**src/rtl/bk_stream_processor_if.sv**
```systemverilog
// Command/result bus of the bk stream processor: valid/ready command side plus
// the registered result outputs. The master drives commands, the slave is the engine.
interface bk_stream_processor_if #(
    parameter int WIDTH = 8
) ();
    logic             cmd_valid;
    logic             cmd_ready;
    logic [8:0]       cmd_in;
    logic [WIDTH-1:0] din_1;
    logic [WIDTH-1:0] din_2;
    logic [WIDTH-1:0] din_3;
    logic             out_valid;
    logic [WIDTH-1:0] dout_low;
    logic [WIDTH-1:0] dout_high;
    logic             zero;
    logic             error;

    modport master (
        output cmd_valid, cmd_in, din_1, din_2, din_3,
        input  cmd_ready, out_valid, dout_low, dout_high, zero, error
    );

    modport slave (
        input  cmd_valid, cmd_in, din_1, din_2, din_3,
        output cmd_ready, out_valid, dout_low, dout_high, zero, error
    );
endinterface

```
**src/rtl/bk_stream_processor.sv**
```systemverilog
// Command-driven ALU/memory engine: IDLE -> EXEC -> [WRITE|READ] -> DONE -> IDLE.
// Optional macro BK_PROC_SAT_EN: ADD saturates to all-ones, SUB underflow clamps to 0.
module bk_stream_processor #(
    parameter int WIDTH     = 8,
    parameter int MEM_DEPTH = 16
) (
    input logic clk,
    input logic rst,
    bk_stream_processor_if.slave bus
);
    localparam int ADDR_W = $clog2(MEM_DEPTH);
    localparam int SH_W   = $clog2(2 * WIDTH);
    localparam int RW     = 2 * WIDTH;

    typedef enum logic [2:0] {IDLE, EXEC, WRITE, READ, DONE} state_t;
    state_t state, nextState;

    logic [2:0]       op_p0;
    logic [1:0]       mode_p0;
    logic [WIDTH-1:0] opA_p0, opB_p0, addr_p0;
    logic [RW-1:0]    res_p1, rdData_p1;
    logic             err_p1;
    logic [RW-1:0]    doutReg;
    logic             zeroReg, errReg;
    logic [RW:0]      aluOut;
    logic [RW-1:0]    aluRes;
    logic             aluErr, accept, addrOk;
    logic [ADDR_W-1:0] addrIdx;
    logic [RW-1:0]    mem [MEM_DEPTH];

    function automatic logic [WIDTH-1:0] selOperand(input logic [1:0] sel,
        input logic [WIDTH-1:0] d1, d2, d3, fb);
        case (sel)
            2'b00:   return d1;
            2'b01:   return d2;
            2'b10:   return d3;
            default: return fb;
        endcase
    endfunction

    // Returns {error, result}; saturation behaviour lives here only.
    function automatic logic [RW:0] aluCompute(input logic [2:0] op,
        input logic [WIDTH-1:0] a, b);
        logic [RW-1:0]  res;
        logic           err;
        logic [WIDTH:0] sum;
        res = '0;
        err = 1'b0;
        sum = {1'b0, a} + {1'b0, b};
        case (op)
`ifdef BK_PROC_SAT_EN
            3'd0: res = sum[WIDTH] ? RW'({WIDTH{1'b1}}) : RW'(sum);
            3'd1: begin
                err = (a < b);
                res = err ? '0 : RW'(a) - RW'(b);
            end
`else
            3'd0: res = RW'(sum);
            3'd1: begin
                err = (a < b);
                res = RW'(a) - RW'(b);
            end
`endif
            3'd2:    res = RW'(a) * RW'(b);
            3'd3:    res = RW'(a & b);
            3'd4:    res = RW'(a | b);
            3'd5:    res = RW'(a ^ b);
            3'd6:    res = RW'(a) << b[SH_W-1:0];
            default: res = RW'(a);
        endcase
        return {err, res};
    endfunction

    assign accept  = bus.cmd_valid && (state == IDLE);
    assign addrOk  = int'(addr_p0) < MEM_DEPTH;
    assign addrIdx = addr_p0[ADDR_W-1:0];
    assign aluOut  = aluCompute(op_p0, opA_p0, opB_p0);
    assign aluRes  = aluOut[RW-1:0];
    assign aluErr  = aluOut[RW];

    always_ff @(posedge clk) begin
        if (!rst) state <= IDLE;
        else      state <= nextState;
    end

    always_comb begin
        nextState = state;
        case (state)
            IDLE: if (bus.cmd_valid) nextState = EXEC;
            EXEC: begin
                case (mode_p0)
                    2'b01:   nextState = WRITE;
                    2'b10:   nextState = READ;
                    default: nextState = DONE;
                endcase
            end
            WRITE:   nextState = DONE;
            READ:    nextState = DONE;
            default: nextState = IDLE;
        endcase
    end

    always_comb begin
        bus.cmd_ready = (state == IDLE);
        bus.out_valid = (state == DONE);
        bus.dout_low  = doutReg[WIDTH-1:0];
        bus.dout_high = doutReg[RW-1:WIDTH];
        bus.zero      = zeroReg;
        bus.error     = errReg;
    end

    // p0: command capture at accept; p1: ALU result held for the WRITE cycle
    always_ff @(posedge clk) begin
        if (!rst) begin
            op_p0   <= '0;
            mode_p0 <= '0;
            opA_p0  <= '0;
            opB_p0  <= '0;
            addr_p0 <= '0;
            res_p1  <= '0;
            err_p1  <= 1'b0;
            doutReg <= '0;
            zeroReg <= 1'b0;
            errReg  <= 1'b0;
        end else begin
            if (accept) begin
                op_p0   <= bus.cmd_in[8:6];
                mode_p0 <= bus.cmd_in[1:0];
                opA_p0  <= selOperand(bus.cmd_in[5:4], bus.din_1, bus.din_2, bus.din_3,
                                      doutReg[RW-1:WIDTH]);
                opB_p0  <= selOperand(bus.cmd_in[3:2], bus.din_1, bus.din_2, bus.din_3,
                                      doutReg[WIDTH-1:0]);
                addr_p0 <= bus.din_1;
            end
            if (state == EXEC) begin
                case (mode_p0)
                    2'b00: begin
                        doutReg <= aluRes;
                        zeroReg <= (aluRes == '0);
                        errReg  <= aluErr;
                    end
                    2'b01: begin
                        res_p1 <= aluRes;
                        err_p1 <= aluErr || !addrOk;
                    end
                    2'b11: begin
                        doutReg <= '0;
                        zeroReg <= 1'b1;
                        errReg  <= 1'b1;
                    end
                    default: ;
                endcase
            end
            if (state == WRITE) begin
                doutReg <= res_p1;
                zeroReg <= (res_p1 == '0);
                errReg  <= err_p1;
            end
            if (state == READ) begin
                doutReg <= addrOk ? rdData_p1 : '0;
                zeroReg <= !addrOk || (rdData_p1 == '0);
                errReg  <= !addrOk;
            end
        end
    end

    // Memory is never cleared; a reset during WRITE blocks the store.
    always_ff @(posedge clk) begin
        if (rst && state == WRITE && addrOk) mem[addrIdx] <= res_p1;
        if (state == EXEC) rdData_p1 <= mem[addrIdx];
    end
endmodule

```
**src/flat_wrapper.sv**
```systemverilog
// flat-port wrapper written by rule: the top's interface ports become plain ports
module bk_stream_processor_flat 
#(
    parameter int WIDTH     = 8,
    parameter int MEM_DEPTH = 16
)
  (clk, rst, bus_cmd_valid, bus_cmd_in, bus_din_1, bus_din_2, bus_din_3, bus_cmd_ready, bus_out_valid, bus_dout_low, bus_dout_high, bus_zero, bus_error);
  bk_stream_processor_if #(.WIDTH(WIDTH)) bus_i ();
  input logic clk;
  input logic rst;
  input wire logic [$bits(bus_i.cmd_valid)-1:0] bus_cmd_valid;
  input wire logic [$bits(bus_i.cmd_in)-1:0] bus_cmd_in;
  input wire logic [$bits(bus_i.din_1)-1:0] bus_din_1;
  input wire logic [$bits(bus_i.din_2)-1:0] bus_din_2;
  input wire logic [$bits(bus_i.din_3)-1:0] bus_din_3;
  output wire logic [$bits(bus_i.cmd_ready)-1:0] bus_cmd_ready;
  output wire logic [$bits(bus_i.out_valid)-1:0] bus_out_valid;
  output wire logic [$bits(bus_i.dout_low)-1:0] bus_dout_low;
  output wire logic [$bits(bus_i.dout_high)-1:0] bus_dout_high;
  output wire logic [$bits(bus_i.zero)-1:0] bus_zero;
  output wire logic [$bits(bus_i.error)-1:0] bus_error;
  assign bus_i.cmd_valid = bus_cmd_valid;
  assign bus_i.cmd_in = bus_cmd_in;
  assign bus_i.din_1 = bus_din_1;
  assign bus_i.din_2 = bus_din_2;
  assign bus_i.din_3 = bus_din_3;
  assign bus_cmd_ready = bus_i.cmd_ready;
  assign bus_out_valid = bus_i.out_valid;
  assign bus_dout_low = bus_i.dout_low;
  assign bus_dout_high = bus_i.dout_high;
  assign bus_zero = bus_i.zero;
  assign bus_error = bus_i.error;
  bk_stream_processor #(.WIDTH(WIDTH), .MEM_DEPTH(MEM_DEPTH)) u_core (.clk(clk), .rst(rst), .bus(bus_i));
endmodule
```
**config.mk**
```make
export PLATFORM = sky130hd
export DESIGN_NAME = bk_stream_processor_flat
export DESIGN_NICKNAME = d
export VERILOG_FILES = /design/src/rtl/bk_stream_processor_if.sv /design/src/rtl/bk_stream_processor.sv /design/src/flat_wrapper.sv
export SDC_FILE = /design/constraint.sdc
export NUM_CORES = 1
export LEC_CHECK = 0
export ABC_AREA = 0
export CORE_ASPECT_RATIO = 0.9
export CORE_MARGIN = 2
export CORE_UTILIZATION = 50
export CTS_CLUSTER_DIAMETER = 120
export DETAILED_ROUTE_END_ITERATION = 8
export PLACE_DENSITY = 0.67
export RECOVER_POWER = 25
export REMOVE_ABC_BUFFERS = 1
export SETUP_SLACK_MARGIN = 0.3
export SYNTH_ARGS = -nofsm -noshare
export SYNTH_HDL_FRONTEND = slang
export SYNTH_SLANG_ARGS = --single-unit
```
**constraint.sdc**
```tcl
create_clock -name clk -period 7.8 [get_ports clk]
set_clock_uncertainty 0.2 [all_clocks]
set_input_delay 0.78 -clock clk [delete_from_list [all_inputs] [get_ports clk]]
set_output_delay 0.78 -clock clk [all_outputs]
set_load 0.01 [all_outputs]
```
==> results of run 1 <==
## cells in the mapped netlist, types with 4 or more instances
library cell	instances
edfxtp_1	272
nand2_1	113
nor2_1	109
mux4_2	98
inv_1	81
dfxtp_1	67
a21oi_1	66
ha_1	64
clkbuf_1	57
fa_1	38
nor3_1	35
o21ai_0	31
a221oi_1	18
nand3_1	15
a211oi_1	14
buf_2	12
nor2b_1	12
nor4_1	12
mux2i_1	11
a22o_1	10
buf_1	10
nand2b_1	10
or3_1	10
o31ai_1	9
a21o_1	7
a31oi_1	7
nor3b_1	6
o22ai_1	5
or2_2	5
xnor2_1	5
a32oi_1	4
and2_1	4
buf_6	4
mux4_1	4
nand4_1	4
o211ai_1	4
o311ai_0	4
## stage by stage
| step | instances | utilization (%) | cell area (um^2) |
|---|---|---|---|
| 2_1_floorplan | 1228 | - | 17100 |
| 3_3_place_gp | 1775 | 54.1 | 18500 |
| 3_5_place_dp | 1775 | 54.1 | 18500 |
| 4_1_cts | 1833 | 57.1 | 19500 |
| 5_1_grt | 1833 | 57.1 | 19500 |
| 6_report | 1833 | 57.1 | 19500 |
## flip-flops by register name (all words and copies together), names as in the netlist, 2 cells and up
name and count:
u_core.op_p0 3, u_core.opA_p0 8, u_core.mem 256, u_core.doutReg 16, u_core.res_p1 16, u_core.addr_p0 8
u_core.opB_p0 8, u_core.state 3, u_core.mode_p0 2, u_core.rdData_p1 16
## layout make-up
type                            instances  area [um^2]
Timing Repair Buffer                   85          776
Tap cell                              462          578
Clock buffer                           45          913
Multi-Input combinational cell        804         7320
Inverter                               85          319
Sequential cell                       339         9510
Fill cell                            2748        14700
Clock inverter                         13          108
## worst reg2reg max path: cells and delay by family, from the launching register on
family	cells	cell delay [ns]
AOI/OAI and AO/OA	3	0.70
adders and majority gates	5	2.34
buffers and inverters	3	0.66
DFF	1	0.70
and+or+nand+nor	5	1.40
## logic make-up (layout without fill, tap and decap cells)
| logic type | Yosys count | count (layout) | share of synthesized area, % |
|---|---|---|---|
| flops | 339 | 339 | 54.5 |
| compound gates | 220 | 220 | 8.54 |
| simple gates | 358 | 358 | 9.65 |
| xor+xnor | 7 | 7 | 0.351 |
| buf+inv | 168 | 228 | 3.87 |
| fa+ha+maj | 102 | 102 | 8.95 |
| mux | 117 | 117 | 14.1 |
## how the worst max path moves through the flow
stage,to,cells after the start
finish,u_core.bus.zero$_SDFFE_PN0P_,16
global route,u_core.bus.zero$_SDFFE_PN0P_,16
CTS,u_core.bus.zero$_SDFFE_PN0P_,16
detailed placement,u_core.bus.zero$_SDFFE_PN0P_,16
global placement,u_core.bus.zero$_SDFFE_PN0P_,16
floorplan,u_core.bus.zero$_SDFFE_PN0P_,18
## per-layer routing
| layer | global-route usage, % | wire, um |
|---|---|---|
| met4 | 9.07 | 1640 |
| met5 | 0 | 0 |
| met3 | 4.49 | 3000 |
| met2 | 43.0 | 22800 |
| met1 | 33.7 | 18800 |
## power breakdown
| part | total, mW | internal (mW) | switching, mW |
|---|---|---|---|
| combinational | 0.515 | 0.223 | 0.292 |
| sequential | 2.03 | 1.97 | 0.0612 |
| clock | 1.53 | 0.862 | 0.668 |
| total | 4.08 | 3.05 | 1.02 |
==> results_dict.tcl, run 1 <==
set metrics [dict create \
    status "completed" \
    synth_cells 1311 \
    ys_ff_latch 339 \
    hold_slack_ns 0.258 \
    cts-resized-gates 0 \
    ctsHoldBuffers 0 \
    hold_path_end "u_core.addr_p0[6]$_SDFFE_PN0P_" \
    grt_pass1_wl_um 70100 \
    boundaryPins 56 \
    final_common_cell "edfxtp_1" \
    crit_path_cell_trace "clkinv_1 -> nor2_1 -> fa_1 -> fa_1 -> fa_1 -> inv_1 -> fa_1 -> inv_1 -> ha_1 -> and4_1 -> o32ai_1 -> o2111ai_1 -> or4b_1 -> nor4_1 -> nand4_1 -> o211ai_2" \
    critPathCaptureType "flop" \
    htreeDepth 2 \
    dr_total_vias 11400 \
    die_y_um 181 \
    avgSynthCellArea_um2 13.3 \
    finalMaxSlewViolations 0 \
    die_x_um 201 \
    grt.total_usage_pct 25.6 \
    synth_edf_count 272 \
    worstSetupPathType "flop to flop" \
    cp_max_fo 19 \
    ant_nets 0 \
    crit_arrival_ns 6.32 \
    crit_slowest_cell "dfxtp_1" \
    fin_tns_setup_ns 0 \
    clk_path_buf_depth 3 \
    drtIter0Drc 1229 \
    whs_path_depth 2 \
    grt_max_degree 58 \
    std_cell_rows 64 \
    mostFrequentLayoutCells "edfxtp_1 (272), nand2_1 (113), mux4_2 (98), nor2_1 (97), inv_1 (80)" \
    crit_family "adder cells" \
    drt-total-wl_um 46200 \
    synth_top_cell_area_share_pct 46.8 \
    rr_worst_depth 16 \
    drt_drc_violations_left 0 \
    max_cap_violations 0 \
    worstHoldStart "u_core.addr_p0[6]$_SDFFE_PN0P_" \
    synthArstFlopShare_pct 0 \
    grt-ovfl-total 0 \
    finalPower_mw 4.08 \
    power_density_nw_per_um2 209 \
    io_buffers 55 \
    dp_worst_setup_slack_ns 1.83 \
    synth_cell_type_count 78 \
    wl_per_cell_um 25.2 \
    layout_setup_ws_ns 1.74 \
    cts_made_buffers 34 \
    insertion_delay_ns 0.54 \
    ir_drop_uv 213 \
    reg2reg_slack_ns 1.74 \
    via_per_inst 6.24 \
    r2r_end "u_core.bus.zero$_SDFFE_PN0P_" \
    antenna_found_initial 0 \
    hpwl_um 32400 \
    ys_top_cells_by_area "edfxtp_1 (47%), mux4_2 (13%), dfxtp_1 (7.7%)" \
    clkTransAtPathRegs_ns 0.07 \
    area_delta_synth_final_pct 11.9 \
    timing.critical_path.from "u_core.opB_p0[3]$_SDFFE_PN0P_" \
    cp-start-kind "flop" \
    yosys.area.top_type "edfxtp_1" \
    period_share_pct 77.7 \
    place_congestion 0.977 \
    fin_crit_ns 6.06 \
    initial_utilization_pct 51.0 \
    crit_top_cell "fa_1" \
    critPathRequiredTime_ns 8.06 \
    path_buf_inv 3 \
    yosys_warnings 0 \
    p_leak_nw 6.79 \
    cts_setup_buffers 0 \
    die_area_um2 36400 \
    tightest_slew_ns 1.21 \
    synth_area_um2 17400 \
    rsz0062_at_grt "false" \
    grt_pass1_vias 11400 \
    cts_tree "done" \
    nNetsFinal 1487 \
    layout-drive-gt1-share_pct 14.8 \
    critPathMaxStageDelay_ns 0.70 \
    fmax_ghz 0.165 \
    cts_root_buffer "clkbuf_16" \
    synthFlopType "edfxtp_1" \
    seq_area_frac_synth_pct 54.5 \
    slew_headroom_pct 18.8 \
    drt_first_pass_iters 6 \
    min-delay-path-class "flop to flop" \
    cts_sinks 339 \
    crit-reg2reg-launch "u_core.opB_p0[3]$_SDFFE_PN0P_" \
    setup_viol 0 \
    num_antenna_cells 0 \
    hold_violations 0 \
    coreArea_um2 34200 \
]
Note: power is estimated with default switching activity, not from simulation.
==> run 2, diff against run 1 <==
--- a/config.mk
+++ b/config.mk
@@ -11,7 +11,7 @@
 export CORE_UTILIZATION = 50
 export CTS_CLUSTER_DIAMETER = 120
 export DETAILED_ROUTE_END_ITERATION = 8
-export PLACE_DENSITY = 0.67
+export PLACE_DENSITY = 0.7
 export RECOVER_POWER = 25
 export REMOVE_ABC_BUFFERS = 1
 export SETUP_SLACK_MARGIN = 0.3
==> constraint.sdc (replaced) <==
create_clock -name clk -period 5 [get_ports clk]
set_clock_uncertainty 0.2 [all_clocks]
set_input_delay 0.5 -clock clk [delete_from_list [all_inputs] [get_ports clk]]
set_output_delay 0.5 -clock clk [all_outputs]
set_load 0.01 [all_outputs]
==> results_dict.tcl, run 2 (synthesis gave the netlist of run 1 again) <==
set metrics [dict create \
    place_congestion 0.899 \
    crit_arrival_ns 5.44 \
    area_delta_synth_final_pct 20.8 \
    critPathCaptureType "flop" \
    rr_worst_depth 19 \
    crit-reg2reg-launch "u_core.opA_p0[3]$_SDFFE_PN0P_" \
    clk_path_buf_depth 3 \
    dr_total_vias 12100 \
    final_common_cell "edfxtp_1" \
    std_cell_rows 64 \
    die_area_um2 36400 \
    fillers 2602 \
    critPathRequiredTime_ns 5.26 \
    ctsHoldBuffers 0 \
    timing.critical_path.from "u_core.opA_p0[3]$_SDFFE_PN0P_" \
    layout-drive-gt1-share_pct 28.7 \
    grt_pass1_wl_um 74400 \
    power_density_nw_per_um2 319 \
    via_per_inst 6.24 \
    io_buffers 55 \
    fin_crit_ns 5.18 \
    die_x_um 201 \
    grt_pass1_vias 12100 \
    slew_headroom_pct 19.8 \
    worstSetupPathType "flop to flop" \
    drt_drc_violations_left 1 \
    ant_nets 0 \
    ir_drop_uv 350 \
    fmax_ghz 0.193 \
    grt-ovfl-total 0 \
    tightest_slew_ns 1.20 \
    cts_tree "done" \
    clkTransAtPathRegs_ns 0.06 \
    max_cap_violations 0 \
    nNetsFinal 1597 \
    worstHoldStart "u_core.addr_p0[4]$_SDFFE_PN0P_" \
    drt_first_pass_iters 9 \
    regMostFlops "u_core.mem" \
    status "finished with violations" \
    cts_made_buffers 34 \
    die_y_um 181 \
    grt.total_usage_pct 27.2 \
    largest_reg_flops 256 \
    grt_max_degree 57 \
    violations "DRC, setup timing" \
    boundaryPins 56 \
    finalMaxSlewViolations 0 \
    p_leak_nw 7.49 \
    wl_per_cell_um 25.6 \
    hpwl_um 33100 \
    insertion_delay_ns 0.52 \
    min-delay-path-class "flop to flop" \
    period_share_pct 104 \
    finalPower_mw 6.72 \
    whs_path_depth 2 \
    coreArea_um2 34200 \
    drtIter0Drc 1402 \
    initial_utilization_pct 51.0 \
    cts_root_buffer "clkbuf_16" \
    num_antenna_cells 0 \
    antenna_found_initial 0 \
    drt-total-wl_um 49700 \
    final_area_um2 21100 \
    cts_sinks 339 \
    cp_max_fo 3 \
    htreeDepth 2 \
    hold_violations 0 \
    detailed_place.area_um2 19200 \
    layout_setup_ws_ns -0.178 \
    rsz0062_at_grt "true" \
    setup_viol 4 \
    mostFrequentLayoutCells "edfxtp_1 (272), buf_4 (122), nand2_1 (110), mux4_2 (98), nor2_1 (86)" \
    cp-start-kind "flop" \
]
-- run 2: critical path, cell delays in order (launching register included) --
cell       delay, ns
dfxtp_2         0.35
buf_6           0.12
nand2_4         0.04
fa_1            0.50
fa_1            0.56
inv_2           0.04
fa_1            0.49
inv_2           0.05
fa_1            0.49
inv_2           0.05
ha_4            0.21
a21o_1          0.17
a21o_1          0.18
o32ai_2         0.24
buf_4           0.17
o2111ai_4       0.11
or4b_4          0.57
nor4_2          0.28
nand4_1         0.13
o211ai_2        0.15
-- run 2: final timing paths --
path                                     to  slack [ns]
max reg2reg    u_core.bus.zero$_SDFFE_PN0P_       -0.18
max            u_core.bus.zero$_SDFFE_PN0P_       -0.18
min          u_core.addr_p0[4]$_SDFFE_PN0P_        0.26
min reg2reg  u_core.addr_p0[4]$_SDFFE_PN0P_        0.26
-- run 2: final cells by class --
| cell class | instances | area, um^2 | area share, % |
|---|---|---|---|
| Timing Repair Buffer | 195 | 1670 | 7.92 |
| Inverter | 85 | 327 | 1.55 |
| Multi-Input combinational cell | 804 | 7830 | 37.2 |
| Tap cell | 462 | 578 | 2.74 |
| Sequential cell | 339 | 9530 | 45.2 |
| Clock inverter | 19 | 245 | 1.16 |
| Clock buffer | 41 | 887 | 4.21 |
-- run 2: per-stage QoR --
stage / utilization [%] / setup slack (ns) / cells / setup TNS [ns] / hold slack [ns]
finish: 61.6 / -0.178 / 1945 / -0.331 / 0.264
global route: 61.6 / -0.295 / 1945 / -1.50 / 0.298
CTS: 60.7 / -0.103 / 1939 / -0.192 / 0.266
detailed placement: 56.2 / -0.332 / 1869 / -2.40 / 0.256
global placement: 56.2 / -0.306 / 1869 / -1.93 / 0.246
floorplan: - / -0.337 / 1228 / -2.69 / 0.236
-- run 2: timing repair --
action,in CTS,in global routing
endpoints found under the setup margin,23,24
setup buffers,10,6
resized for setup,81,66
pin swaps,31,37
-- run 2: routing by layer --
metal	up-vias	global-route usage, %	share of wire [%]
met1	6144	36.3	40
met2	595	45.3	49
met5	-	0	0
met3	127	4.91	7.7
met4	0	9.66	3.5
li1	5269	-	-
-- run 2: power by group --
group / total (mW) / internal, mW / switching, mW
registers: 3.17 / 3.07 / 0.0999
clock network: 2.60 / 1.54 / 1.07
logic: 0.950 / 0.448 / 0.502
==> run 3, diff against run 2 <==
--- a/config.mk
+++ b/config.mk
@@ -8,10 +8,9 @@
 export ABC_AREA = 0
 export CORE_ASPECT_RATIO = 0.9
 export CORE_MARGIN = 2
-export CORE_UTILIZATION = 50
+export CORE_UTILIZATION = 35
 export CTS_CLUSTER_DIAMETER = 120
 export DETAILED_ROUTE_END_ITERATION = 8
-export PLACE_DENSITY = 0.7
 export RECOVER_POWER = 25
 export REMOVE_ABC_BUFFERS = 1
 export SETUP_SLACK_MARGIN = 0.3
==> results_dict.tcl, run 3 (synthesis gave the netlist of run 1 again) <==
set metrics [dict create \
    wl_per_cell_um 23.1 \
    grt.total_usage_pct 19.3 \
    period_share_pct 101 \
    status "finished with violations" \
    coreArea_um2 49200 \
    min-delay-path-class "flop to flop" \
    ir_drop_uv 309 \
    area_delta_synth_final_pct 23.0 \
    layout-drive-gt1-share_pct 29.7 \
    std_cell_rows 77 \
    critPathCaptureType "flop" \
    nNetsFinal 1596 \
    cts_root_buffer "clkbuf_16" \
    fin_crit_ns 5.07 \
    initial_utilization_pct 35.4 \
    drt-total-wl_um 49900 \
    finalPower_mw 6.92 \
    clkTransAtPathRegs_ns 0.06 \
    largest_reg_flops 256 \
    ctsHoldBuffers 0 \
    hold_slack_ns 0.261 \
    hpwl_um 34500 \
    cts_tree "done" \
    dp_worst_setup_slack_ns -0.232 \
    fillers 4444 \
    insertion_delay_ns 0.57 \
    regMostFlops "u_core.mem" \
    fmax_ghz 0.197 \
    p_leak_nw 7.47 \
    cp_max_fo 3 \
    cp-start-kind "flop" \
    tightest_slew_ns 1.09 \
    final_util_pct 43.6 \
    mostFrequentLayoutCells "edfxtp_1 (272), buf_4 (117), nand2_1 (109), mux4_2 (98), nor2_1 (80)" \
    boundaryPins 56 \
    final_common_cell "edfxtp_1" \
    place_congestion 0.909 \
    via_per_inst 5.52 \
    grt_pass1_wl_um 75100 \
    rsz0062_at_grt "true" \
    hold_violations 0 \
    max_cap_violations 0 \
    drtIter0Drc 1120 \
    die_x_um 239 \
    drt_first_pass_iters 6 \
    layout_setup_ws_ns -0.0731 \
    drt_drc_violations_left 0 \
    grt_pass1_vias 12000 \
    clk_path_buf_depth 3 \
    grt-ovfl-total 0 \
    finalMaxSlewViolations 0 \
    cts_sinks 339 \
    ant_nets 0 \
    violations "setup timing" \
    cts_made_buffers 38 \
    io_buffers 55 \
    fin_tns_setup_ns -0.0731 \
    worstSetupPathType "flop to flop" \
    antenna_found_initial 2 \
    critPathRequiredTime_ns 5.29 \
    htreeDepth 2 \
    dr_total_vias 11900 \
    num_antenna_cells 0 \
    slew_headroom_pct 27.1 \
    die_y_um 216 \
    die_area_um2 51700 \
    setup_viol 1 \
    grt_max_degree 57 \
    power_density_nw_per_um2 323 \
    crit_arrival_ns 5.37 \
]
run 3: final cells by class:
cell class                 instances  area, um^2  share of cell area, %
inverter                          85         335                   1.56
multi-input combinational        804        7860                   36.6
clock buffer                      45         997                   4.65
tap                              671         840                   3.91
clock inverter                    24         256                   1.20
timing repair buffer             190        1630                   7.60
sequential                       339        9540                   44.5
run 3: report_power, final:
group / switching (mW) / total [mW] / internal, mW
logic: 0.507 / 0.952 / 0.445
clock network: 1.18 / 2.79 / 1.61
registers: 0.103 / 3.18 / 3.07
run 3: critical path: stages (launching register included):
cell and delay (ns):
dfxtp_2 0.35, buf_6 0.11, nand2_2 0.04, fa_1 0.47, fa_1 0.51, inv_1 0.05
fa_1 0.50, inv_2 0.05, fa_1 0.50, inv_2 0.05, ha_4 0.21, a21o_1 0.19
a21o_1 0.18, o32ai_2 0.30, o2111ai_2 0.18, or4b_4 0.60, nor4_2 0.18, nand4_1 0.16
o211ai_2 0.15
run 3: metrics by stage:
stage,cell area (um^2),instances
global placement,19400,2068
detailed placement,19400,2068
global route,21500,2158
finish,21500,2158
floorplan,17100,1228
CTS,21200,2151
run 3: worst paths after layout:
| path | from | to | slack (ns) | cells after the start |
|---|---|---|---|---|
| setup / recovery | u_core.opA_p0[4]$_SDFFE_PN0P_ | u_core.bus.zero$_SDFFE_PN0P_ | -0.07 | 18 |
| hold / removal | u_core.addr_p0[5]$_SDFFE_PN0P_ | u_core.addr_p0[5]$_SDFFE_PN0P_ | 0.26 | 2 |
| setup reg to reg | u_core.opA_p0[4]$_SDFFE_PN0P_ | u_core.bus.zero$_SDFFE_PN0P_ | -0.07 | 18 |
| hold reg to reg | u_core.addr_p0[5]$_SDFFE_PN0P_ | u_core.addr_p0[5]$_SDFFE_PN0P_ | 0.26 | 2 |
run 3: timing repair:
item,4_1_cts,5_1_grt
hold endpoints to repair,0,0
buffers inserted,14,7
endpoints found under the setup margin,22,22
pin swaps,58,37
gates resized for setup,113,57
run 3: layer usage:
layer	vias to the layer above	track usage (%)	wire length, um
li1	5285	-	-
met5	-	0	35
met1	6087	27.5	21700
met2	445	29.8	23000
met3	88	3.91	3680
met4	4	5.73	1520
